## config.mk

```make
export PLATFORM = sky130hd
export DESIGN_NAME = alu_exec_unit
export DESIGN_NICKNAME = d
export VERILOG_FILES = /design/src/rtl/alu_exec_pkg.sv /design/src/rtl/alu_exec_unit_div.sv /design/src/rtl/alu_exec_unit.sv
export SDC_FILE = /design/constraint.sdc
export NUM_CORES = 2
export LEC_CHECK = 0
export ABC_AREA = 1
export ABC_CLOCK_PERIOD_IN_PS = 8900
export BUFFER_PORTS_ARGS = -buffer_cell sky130_fd_sc_hd__buf_2
export CAP_MARGIN = 20
export CORE_MARGIN = 2
export CORE_UTILIZATION = 45
export DETAILED_ROUTE_END_ITERATION = 7
export PLACE_DENSITY = 0.69
export SLEW_MARGIN = 20
export SYNTH_ARGS = -nofsm -noshare
export SYNTH_HDL_FRONTEND = slang
export SYNTH_SLANG_ARGS = --single-unit
```

## constraint.sdc

```tcl
create_clock -name clk -period 8.9 [get_ports clk]
set_input_delay 0 -clock clk [delete_from_list [all_inputs] [get_ports clk]]
set_output_delay 0 -clock clk [all_outputs]
set_load 0.03 [all_outputs]
```

## src/rtl/alu_exec_pkg.sv

```systemverilog
// alu_exec_pkg: shared definitions for the ALU execution unit.
//   - alu_op encodings presented by the main decoder
//   - internal operation enum (ADD..REMU, PASS)
//   - FSM state enum
//   - decode/classification helpers
package alu_exec_pkg;

  localparam logic [1:0] ALU_OP_ADD   = 2'b00;
  localparam logic [1:0] ALU_OP_SUB   = 2'b01;
  localparam logic [1:0] ALU_OP_FUNCT = 2'b10;
  localparam logic [1:0] ALU_OP_PASS  = 2'b11;

  typedef enum logic [4:0] {
    OP_ADD, OP_SUB, OP_SLL, OP_SLT, OP_SLTU, OP_XOR, OP_SRL, OP_SRA,
    OP_OR, OP_AND,
    OP_MUL, OP_MULH, OP_MULHSU, OP_MULHU,
    OP_DIV, OP_DIVU, OP_REM, OP_REMU,
    OP_PASS
  } op_e;

  typedef enum logic [1:0] {
    ST_IDLE = 2'd0,
    ST_MUL  = 2'd1,
    ST_DIV  = 2'd2,
    ST_DONE = 2'd3
  } state_e;

  function automatic op_e decode_op(
    input logic [1:0] alu_op,
    input logic [2:0] funct3,
    input logic       funct7_5,
    input logic       funct7_0,
    input logic       is_imm
  );
    op_e op;
    op = OP_ADD;
    case (alu_op)
      ALU_OP_ADD:  op = OP_ADD;
      ALU_OP_SUB:  op = OP_SUB;
      ALU_OP_PASS: op = OP_PASS;
      default: begin
        if (funct7_0 && !is_imm) begin
          case (funct3)
            3'd0: op = OP_MUL;
            3'd1: op = OP_MULH;
            3'd2: op = OP_MULHSU;
            3'd3: op = OP_MULHU;
            3'd4: op = OP_DIV;
            3'd5: op = OP_DIVU;
            3'd6: op = OP_REM;
            default: op = OP_REMU;
          endcase
        end else begin
          case (funct3)
            // funct7_5 on an I-type addi is immediate bits, not a sub select
            3'd0: op = (funct7_5 && !is_imm) ? OP_SUB : OP_ADD;
            3'd1: op = OP_SLL;
            3'd2: op = OP_SLT;
            3'd3: op = OP_SLTU;
            3'd4: op = OP_XOR;
            3'd5: op = funct7_5 ? OP_SRA : OP_SRL;
            3'd6: op = OP_OR;
            default: op = OP_AND;
          endcase
        end
      end
    endcase
    return op;
  endfunction

  function automatic logic is_mul_op(input op_e op);
    return (op == OP_MUL) || (op == OP_MULH) || (op == OP_MULHSU) || (op == OP_MULHU);
  endfunction

  function automatic logic is_div_op(input op_e op);
    return (op == OP_DIV) || (op == OP_DIVU) || (op == OP_REM) || (op == OP_REMU);
  endfunction

  function automatic logic is_signed_div(input op_e op);
    return (op == OP_DIV) || (op == OP_REM);
  endfunction

endpackage

```

## src/rtl/alu_exec_unit_div.sv

```systemverilog
// alu_div_iter: radix-2 restoring unsigned divider, one quotient bit per
// cycle. Only built when ALU_EXEC_DIV_EN is defined.
//   clk, rst          clock, asynchronous active-high reset
//   start             load operands and begin (pulse)
//   dividend, divisor unsigned operands captured on start
//   done              level, set after XLEN iterations, cleared by start
//   quotient, remainder  valid while done is high
// Divide by zero yields quotient all ones and remainder = dividend.
`ifdef ALU_EXEC_DIV_EN
module alu_div_iter
  import alu_exec_pkg::*;
#(
  parameter int unsigned XLEN = 32
) (
  input  logic            clk,
  input  logic            rst,
  input  logic            start,
  input  logic [XLEN-1:0] dividend,
  input  logic [XLEN-1:0] divisor,
  output logic            done,
  output logic [XLEN-1:0] quotient,
  output logic [XLEN-1:0] remainder
);

  localparam int unsigned CNT_W = $clog2(XLEN);

  logic [XLEN-1:0]  rem_q;
  logic [XLEN-1:0]  quo_q;
  logic [XLEN-1:0]  dsr_q;
  logic [CNT_W-1:0] cnt_q;
  logic             busy_q;
  logic             done_q;

  logic [XLEN:0]    rem_sh;
  logic [XLEN:0]    diff;
  logic             fits;

  // rem_q < dsr_q holds between steps, so one extra bit covers the borrow
  always_comb begin
    rem_sh = {rem_q, quo_q[XLEN-1]};
    diff   = rem_sh - {1'b0, dsr_q};
    fits   = ~diff[XLEN];
  end

  always_ff @(posedge clk or posedge rst) begin
    if (rst) begin
      rem_q  <= '0;
      quo_q  <= '0;
      dsr_q  <= '0;
      cnt_q  <= '0;
      busy_q <= 1'b0;
      done_q <= 1'b0;
    end else if (start) begin
      rem_q  <= '0;
      quo_q  <= dividend;
      dsr_q  <= divisor;
      cnt_q  <= '0;
      busy_q <= 1'b1;
      done_q <= 1'b0;
    end else if (busy_q) begin
      rem_q <= fits ? diff[XLEN-1:0] : rem_sh[XLEN-1:0];
      quo_q <= {quo_q[XLEN-2:0], fits};
      cnt_q <= cnt_q + 1'b1;
      if (cnt_q == CNT_W'(XLEN - 1)) begin
        busy_q <= 1'b0;
        done_q <= 1'b1;
      end
    end
  end

  assign done      = done_q;
  assign quotient  = quo_q;
  assign remainder = rem_q;

endmodule
`endif

```

## src/rtl/alu_exec_unit.sv

```systemverilog
// alu_exec_unit: single-issue integer execution unit (RV32I/M style).
//   clk, rst                  clock, asynchronous active-high reset
//   in_valid / in_ready       request handshake (ready only in IDLE)
//   alu_op, funct3, funct7_5, funct7_0, is_imm   operation select
//   op_a, op_b                operands
//   out_valid / out_ready     result handshake (valid in DONE)
//   result, zero, illegal     result, result==0, unsupported op
// Latency: base ops 1 cycle, mul 2, div/rem XLEN+2.
// Macro ALU_EXEC_DIV_EN: builds the iterative divider; when undefined,
// div/rem complete in 1 cycle with illegal=1 and result 0.
module alu_exec_unit
  import alu_exec_pkg::*;
#(
  parameter int unsigned XLEN    = 32,
  parameter int unsigned SHAMT_W = $clog2(XLEN)
) (
  input  logic            clk,
  input  logic            rst,
  input  logic            in_valid,
  output logic            in_ready,
  input  logic [1:0]      alu_op,
  input  logic [2:0]      funct3,
  input  logic            funct7_5,
  input  logic            funct7_0,
  input  logic            is_imm,
  input  logic [XLEN-1:0] op_a,
  input  logic [XLEN-1:0] op_b,
  output logic            out_valid,
  input  logic            out_ready,
  output logic [XLEN-1:0] result,
  output logic            zero,
  output logic            illegal
);

  state_e            state_q, state_d;
  op_e               op_in, op_q;
  logic [XLEN-1:0]   a_q, b_q;
  logic              illegal_q, illegal_in;
  logic              accept;
  logic [2*XLEN-1:0] prod_q, prod_full;
  logic [2*XLEN-1:0] ext_a, ext_b;
  logic              mul_a_signed, mul_b_signed;
  logic              div_done;
  logic [XLEN-1:0]   res_comb;
  logic [SHAMT_W-1:0] shamt;
  logic              lt_s, lt_u;

  assign op_in  = decode_op(alu_op, funct3, funct7_5, funct7_0, is_imm);
  assign accept = in_valid && (state_q == ST_IDLE);

`ifdef ALU_EXEC_DIV_EN
  assign illegal_in = 1'b0;
`else
  assign illegal_in = is_div_op(op_in);
`endif

  always_comb begin
    state_d = state_q;
    case (state_q)
      ST_IDLE: begin
        if (accept) begin
          if (is_mul_op(op_in)) begin
            state_d = ST_MUL;
`ifdef ALU_EXEC_DIV_EN
          end else if (is_div_op(op_in)) begin
            state_d = ST_DIV;
`endif
          end else begin
            state_d = ST_DONE;
          end
        end
      end
      ST_MUL: state_d = ST_DONE;
      ST_DIV: if (div_done) state_d = ST_DONE;
      default: if (out_ready) state_d = ST_IDLE;
    endcase
  end

  always_ff @(posedge clk or posedge rst) begin
    if (rst) begin
      state_q   <= ST_IDLE;
      op_q      <= OP_ADD;
      a_q       <= '0;
      b_q       <= '0;
      illegal_q <= 1'b0;
      prod_q    <= '0;
    end else begin
      state_q <= state_d;
      if (accept) begin
        op_q      <= op_in;
        a_q       <= op_a;
        b_q       <= op_b;
        illegal_q <= illegal_in;
      end
      if (state_q == ST_MUL) begin
        prod_q <= prod_full;
      end
    end
  end

  // One 2*XLEN multiply serves all four variants: operands are sign- or
  // zero-extended first, and the low 2*XLEN bits of the product are exact.
  always_comb begin
    mul_a_signed = (op_q == OP_MULH) || (op_q == OP_MULHSU);
    mul_b_signed = (op_q == OP_MULH);
    ext_a        = {{XLEN{mul_a_signed & a_q[XLEN-1]}}, a_q};
    ext_b        = {{XLEN{mul_b_signed & b_q[XLEN-1]}}, b_q};
    prod_full    = ext_a * ext_b;
  end

`ifdef ALU_EXEC_DIV_EN
  logic            div_start;
  logic            div_signed_in;
  logic [XLEN-1:0] div_dividend, div_divisor;
  logic [XLEN-1:0] div_quo, div_rem;
  logic            q_neg, r_neg;
  logic [XLEN-1:0] quo_fixed, rem_fixed;

  // Divider works on magnitudes; signs are restored from the held operands.
  assign div_start     = accept && is_div_op(op_in);
  assign div_signed_in = is_signed_div(op_in);
  assign div_dividend  = (div_signed_in && op_a[XLEN-1]) ? (~op_a + 1'b1) : op_a;
  assign div_divisor   = (div_signed_in && op_b[XLEN-1]) ? (~op_b + 1'b1) : op_b;

  alu_div_iter #(
    .XLEN(XLEN)
  ) u_div (
    .clk       (clk),
    .rst       (rst),
    .start     (div_start),
    .dividend  (div_dividend),
    .divisor   (div_divisor),
    .done      (div_done),
    .quotient  (div_quo),
    .remainder (div_rem)
  );

  // Most-negative / -1 needs no special case: |a| = 2^(XLEN-1) divided by 1
  // with equal signs already gives op_a, remainder 0.
  always_comb begin
    q_neg     = is_signed_div(op_q) && (a_q[XLEN-1] ^ b_q[XLEN-1]);
    r_neg     = is_signed_div(op_q) && a_q[XLEN-1];
    quo_fixed = q_neg ? (~div_quo + 1'b1) : div_quo;
    rem_fixed = r_neg ? (~div_rem + 1'b1) : div_rem;
    if (b_q == '0) begin
      quo_fixed = '1;
      rem_fixed = a_q;
    end
  end
`else
  assign div_done = 1'b0;
`endif

  always_comb begin
    shamt    = b_q[SHAMT_W-1:0];
    lt_s     = $signed(a_q) < $signed(b_q);
    lt_u     = a_q < b_q;
    res_comb = '0;
    case (op_q)
      OP_ADD:    res_comb = a_q + b_q;
      OP_SUB:    res_comb = a_q - b_q;
      OP_SLL:    res_comb = a_q << shamt;
      OP_SLT:    res_comb = {{(XLEN-1){1'b0}}, lt_s};
      OP_SLTU:   res_comb = {{(XLEN-1){1'b0}}, lt_u};
      OP_XOR:    res_comb = a_q ^ b_q;
      OP_SRL:    res_comb = a_q >> shamt;
      OP_SRA:    res_comb = $unsigned($signed(a_q) >>> shamt);
      OP_OR:     res_comb = a_q | b_q;
      OP_AND:    res_comb = a_q & b_q;
      OP_PASS:   res_comb = b_q;
      OP_MUL:    res_comb = prod_q[XLEN-1:0];
      OP_MULH,
      OP_MULHSU,
      OP_MULHU:  res_comb = prod_q[2*XLEN-1:XLEN];
`ifdef ALU_EXEC_DIV_EN
      OP_DIV,
      OP_DIVU:   res_comb = quo_fixed;
      OP_REM,
      OP_REMU:   res_comb = rem_fixed;
`endif
      default:   res_comb = '0;
    endcase
  end

  // Outputs depend only on held registers in DONE, so they stay stable
  // for as long as the consumer stalls.
  assign in_ready  = (state_q == ST_IDLE);
  assign out_valid = (state_q == ST_DONE);
  assign result    = (out_valid && !illegal_q) ? res_comb : '0;
  assign zero      = out_valid && (result == '0);
  assign illegal   = out_valid && illegal_q;

endmodule

```

**After elaboration in Yosys (flattened, before gate mapping)**

Cells that the tools add are included.

- Register bits after elaboration: 136
- Output and inout port bits: 36
- Logic and storage cells: 89
- Input port bits: 76

- Order comparisons: 2
- Reduce and logical (&&, ||, !) cells: 23
- Multiplexer cells: 12
- $add $sub $neg: 2
- Multipliers: 1
- Shift operators: 3
- Bitwise gates (word level): 6
- Eq/ne operators: 34

Operator list:

| cell | number |
|---|---|
| $pmux 32 s13 | 1 |
| $lt 32x32->1 | 2 |
| $mul 33x33->64 | 1 |
| $eq 5x4->1 const B | 12 |
| $pmux 5 s7 | 1 |
| $add 32x32->32 | 1 |
| $and 32x32->32 | 1 |
| $logic_not 32->1 | 1 |
| $mux 32 | 1 |
| $or 32x32->32 | 1 |
| $shl 32x5->32 | 1 |
| $shr 32x5->32 | 1 |
| $sshr 32x5->32 | 1 |
| $sub 32x32->32 | 1 |
| $xor 32x32->32 | 1 |
| $pmux 4 s7 | 1 |
| $eq 5x3->1 const B | 4 |
| $eq 5x5->1 const B | 3 |
| $pmux 5 s3 | 1 |
| $eq 5x2->1 const B | 2 |
| $eq 3x3->1 const B | 3 |
| $logic_or 1x1->1 | 7 |
| $eq 2x2->1 const B | 3 |
| $eq 3x2->1 const B | 2 |
| other kinds (18) | 30 |

**Logic depth before layout (Yosys ltp)**

- Depth after elaboration: 13
- Mapped depth: 38
- Gate-level depth less buffers: 36

**Least setup slack after synthesis**

Ideal clock, no wire load.

- Path kind: register to register
- From: register op_q[1]
- To: register prod_q[52]
- Stages on the path, launching flop included: 35
- Library setup time: 82 ps
- Slack: 770 ps
- Path buffers: 2
- Arrival: 8048 ps
- Clock period less this slack: 8130 ps
- Required time: 8818 ps
- Cells stage by stage: dfrtp_1 > buf_2 > nand2_1 > inv_2 > nand3_2 > o21ai_2 > nand2_2 > clkbuf_1 > nor2_1 > fa_1 > inv_1 > fa_1 > inv_1 > fa_1 > inv_1 > fa_1 > inv_1 > fa_1 > fa_1 > fa_1 > inv_1 > fa_1 > inv_1 > ha_1 > nand2_1 > nor2_1 > inv_1 > nor2_1 > inv_1 > nor2_1 > nand4_1 > or2_2 > nand3_1 > nand2_1 > a31oi_1

- Word-level cells in the longest chain between the ends: 4
- Elaborated cells on any way between the ends: 6
- Those cells by class: 1 x mul; 2 x eq/ne; 2 x bitwise; 1 x reduce/logical

Ends and longest elaborated chain:

| item | line | RTL |
|---|---|---|
| from (decl) | alu_exec_unit.sv:36 | `op_e op_in, op_q;` |
| from (signal assigned) | alu_exec_unit.sv:90 | `op_q <= op_in;` |
| $eq 5x4->1, on equally long branches | alu_exec_unit.sv:104, alu_exec_unit.sv:105 |  |
| $logic_or 1x1->1 | alu_exec_unit.sv:104 | `mul_a_signed = (op_q == OP_MULH) \|\| (op_q == OP_MULHSU);` |
| $and 1x1->1 | alu_exec_unit.sv:106 | `ext_a = {{XLEN{mul_a_signed & a_q[XLEN-1]}}, a_q};` |
| $mul 33x33->64 (*) | alu_exec_unit.sv:108 | `prod_full = ext_a * ext_b;` |
| to (signal assigned) | alu_exec_unit.sv:96 | `prod_q <= prod_full;` |
| to (decl) | alu_exec_unit.sv:40 | `logic [2*XLEN-1:0] prod_q, prod_full;` |

Every way passes the cells marked *; elsewhere a longest branch is shown, timed or not.
A chain may end at the register's enable or synchronous reset.

**Worst setup path in the final report**

- From: register op_q[3]
- To: register prod_q[63]

The elaborated chain is that of the path after synthesis.

==> metrics.csv <==
metric;value;unit
first-pass GRT wire length;336000;um
Root Buffer Master;clkbuf_16;
worst slew pin tran;1.11;ns
Area growth, synth to finish;7.34;%
post-DP HPWL;185000;um
Async S/R FF share, synth;1.00;
Routability Congestion;1.05;
1st-pass router iterations;6;
CP Capture Point;prod_q[63];
Initial DRC Count;5702;
Detail Route Antenna Nets;0;
# placed instances;9275;
status;finished, final reports clean;
DRC violations left;0;
Total Wirelength;222000;um
post-layout min period;8.44;ns
worst clock skew;0.0224;ns
Slowest-stage cell, CP;fa_2;
chip height;354;um
Worst Reg-to-Reg Cells;32;
crit end category;flip-flop;
RR Startpoint;op_q[3];
RSZ-0062 raised after global routing;false;
worst path required time;9.29;ns
Critical Path Start;op_q[3];
WHS Path Cells;3;
NumNets Final;9253;
synthesized area;0.0552;mm2
largest net degree at the start of global routing;84;
share of layout cells above drive strength 1;0.0521;
Final Cycle Share;0.949;
total negative slack;0;ns
TritonCTS buffer count;17;
post-synthesis sequential area ratio;0.0617;
Max-Slew Margin vs Limit;0.260;
Starting Density;0.453;
row count;128;
worst skew pair latency;0.51;ns
fin util;0.487;
Finish-stage setup viols;0;
clock slew at reported path FFs;0.07;ns
grt peak-use layer;met2;
initial antenna violation count;7;
max-slew violations;0;
slowest stage delay, CP;0.66;ns
core area;0.122;mm2
Highest Clock Rate;118;MHz
vias in the first global route;52614;
met2 Use GR;0.566;
worst hold start;op_b[1];
Most used DFF post-synth;dfrtp_1;
R2R Setup Slk;0.46;ns
GR Util met3;0.0686;
TritonCTS clock tree;built;
commonest non-fill, non-tap cell in the layout;nand2_1;
I/O Buffers;111;
die area;0.125;mm2
total grt overflow;0;
Total GRT Usage;0.361;
GRT met1 Usage;0.494;
Mapped Cells;7745;
commonest cells after routing, fill and taps aside;2169 x nand2_1, 1927 x inv_1, 1126 x fa_1;
hold_ws;0.0193;ns
synthesis-stage register bit count;136;
Routed WL per cell;23.6;um
library cells used by synthesis;48;
Ports;112;
syn nets;9257;
worst r2r dst;prod_q[63];
Syn Area/Cell;7.13;um2
Die Wd;354;um
fill count;12477;
vias per cell;5.47;
Yosys Warn Count;0;
htree depth;4;
Final Non-Filler Cells;9385;
worst setup path category;reg2reg;
crit path DAT;8.84;ns
most used cell, CP;fa_1;
Clock Path Buffers;2;
vias;51354;
critical-path maximum fanout;8;
CP Launch Type;flip-flop;
Post-synth EDFFs;0;
max_cap viols;0;
worst hold path class;in2reg;
count of clock tree sinks;136;
Final Hold Viols;0;
logic make-up (layout without fill, tap and decap cells):
family,count (synthesis),count (layout),share of synthesized area
and+or+nand+nor,3315,3315,0.246
buffers and inverters,2342,2351,0.160
adders and majority gates,1436,1436,0.479
AOI/OAI and AO/OA,466,466,0.0462
DFF,136,136,0.0617
xor gates and xnor gates,50,50,0.00793
other,0,6,0
per-stage QoR:
stage               cell area (um2)  worst slack [ns]
global placement              57900             0.470
floorplan                     55200             0.770
detailed placement            57900             0.353
finish                        59200             0.457
CTS                           59200             0.302
global route                  59200            0.0373
how the worst min path moves through the flow:
stage / end / slack (ns)
4_1_cts: illegal_q / 0.002
2_1_floorplan: state_q[0] / 0.12
5_1_grt: b_q[1] / 0.01
3_3_place_gp: a_q[3] / 0.21
3_5_place_dp: b_q[25] / 0.21
6_report: b_q[1] / 0.02
routing by layer:
layer / routed length, um / part of all wire
met5: 49 / 0.00022
met4: 10100 / 0.045
met3: 20800 / 0.094
met2: 99800 / 0.45
met1: 91200 / 0.41
area by class of cell:
class / count / area, um2 / area share
Multi-Input combinational cell: 5267 / 43000 / 0.726
Inverter: 1956 / 7360 / 0.124
Sequential cell: 136 / 3430 / 0.0578
Timing Repair Buffer: 363 / 2860 / 0.0482
Tap cell: 1625 / 2030 / 0.0343
Clock buffer: 21 / 450 / 0.00760
Clock inverter: 11 / 100 / 0.00169
Antenna cell: 6 / 15.0 / 0.000253
worst max-delay path: cells and delay by family, from the launching register on:
| family | cells | cell delay, ns |
|---|---|---|
| fa+ha+maj | 9 | 4.70 |
| compound gates | 7 | 1.31 |
| buf+inv | 9 | 0.97 |
| simple gates | 7 | 0.92 |
| flops | 1 | 0.43 |
synthesized netlist by cell type, types with 14 or more instances:
library cell  instances  area share
a21oi_1             149       0.014
a31oi_1              25      0.0028
buf_1                23      0.0016
buf_2                25      0.0023
clkbuf_1            338       0.023
dfrtp_1             136       0.062
fa_1               1127        0.41
ha_1                309       0.070
inv_1              1931        0.13
inv_2                21      0.0014
nand2_1            2169        0.15
nand3_1             593       0.054
nand4_1              65      0.0074
nor2_1              396       0.027
nor3_1               33      0.0030
o211ai_1             17      0.0023
o21ai_0             206       0.019
o21ai_1              18      0.0016
o21bai_1             15      0.0020
or2_2                14      0.0016
xnor2_1              28      0.0044
xor2_1               22      0.0035
state kept, by name, indices dropped and copies added, names as in the netlist:
| name | flops |
|---|---|
| prod_q | 64 |
| a_q | 32 |
| b_q | 32 |
| op_q | 5 |
| state_q | 2 |
| illegal_q | 1 |
what timing repair did:
item,in CTS,in global routing
setup buffers,0,3
resized for setup,0,8
hold endpoints to repair,148,0
hold buffers,69,0
setup endpoints to repair,0,8
Power is left out: the tool's default activity adds up to more than one toggle a clock period on the data nets, which glitch-free logic cannot reach.
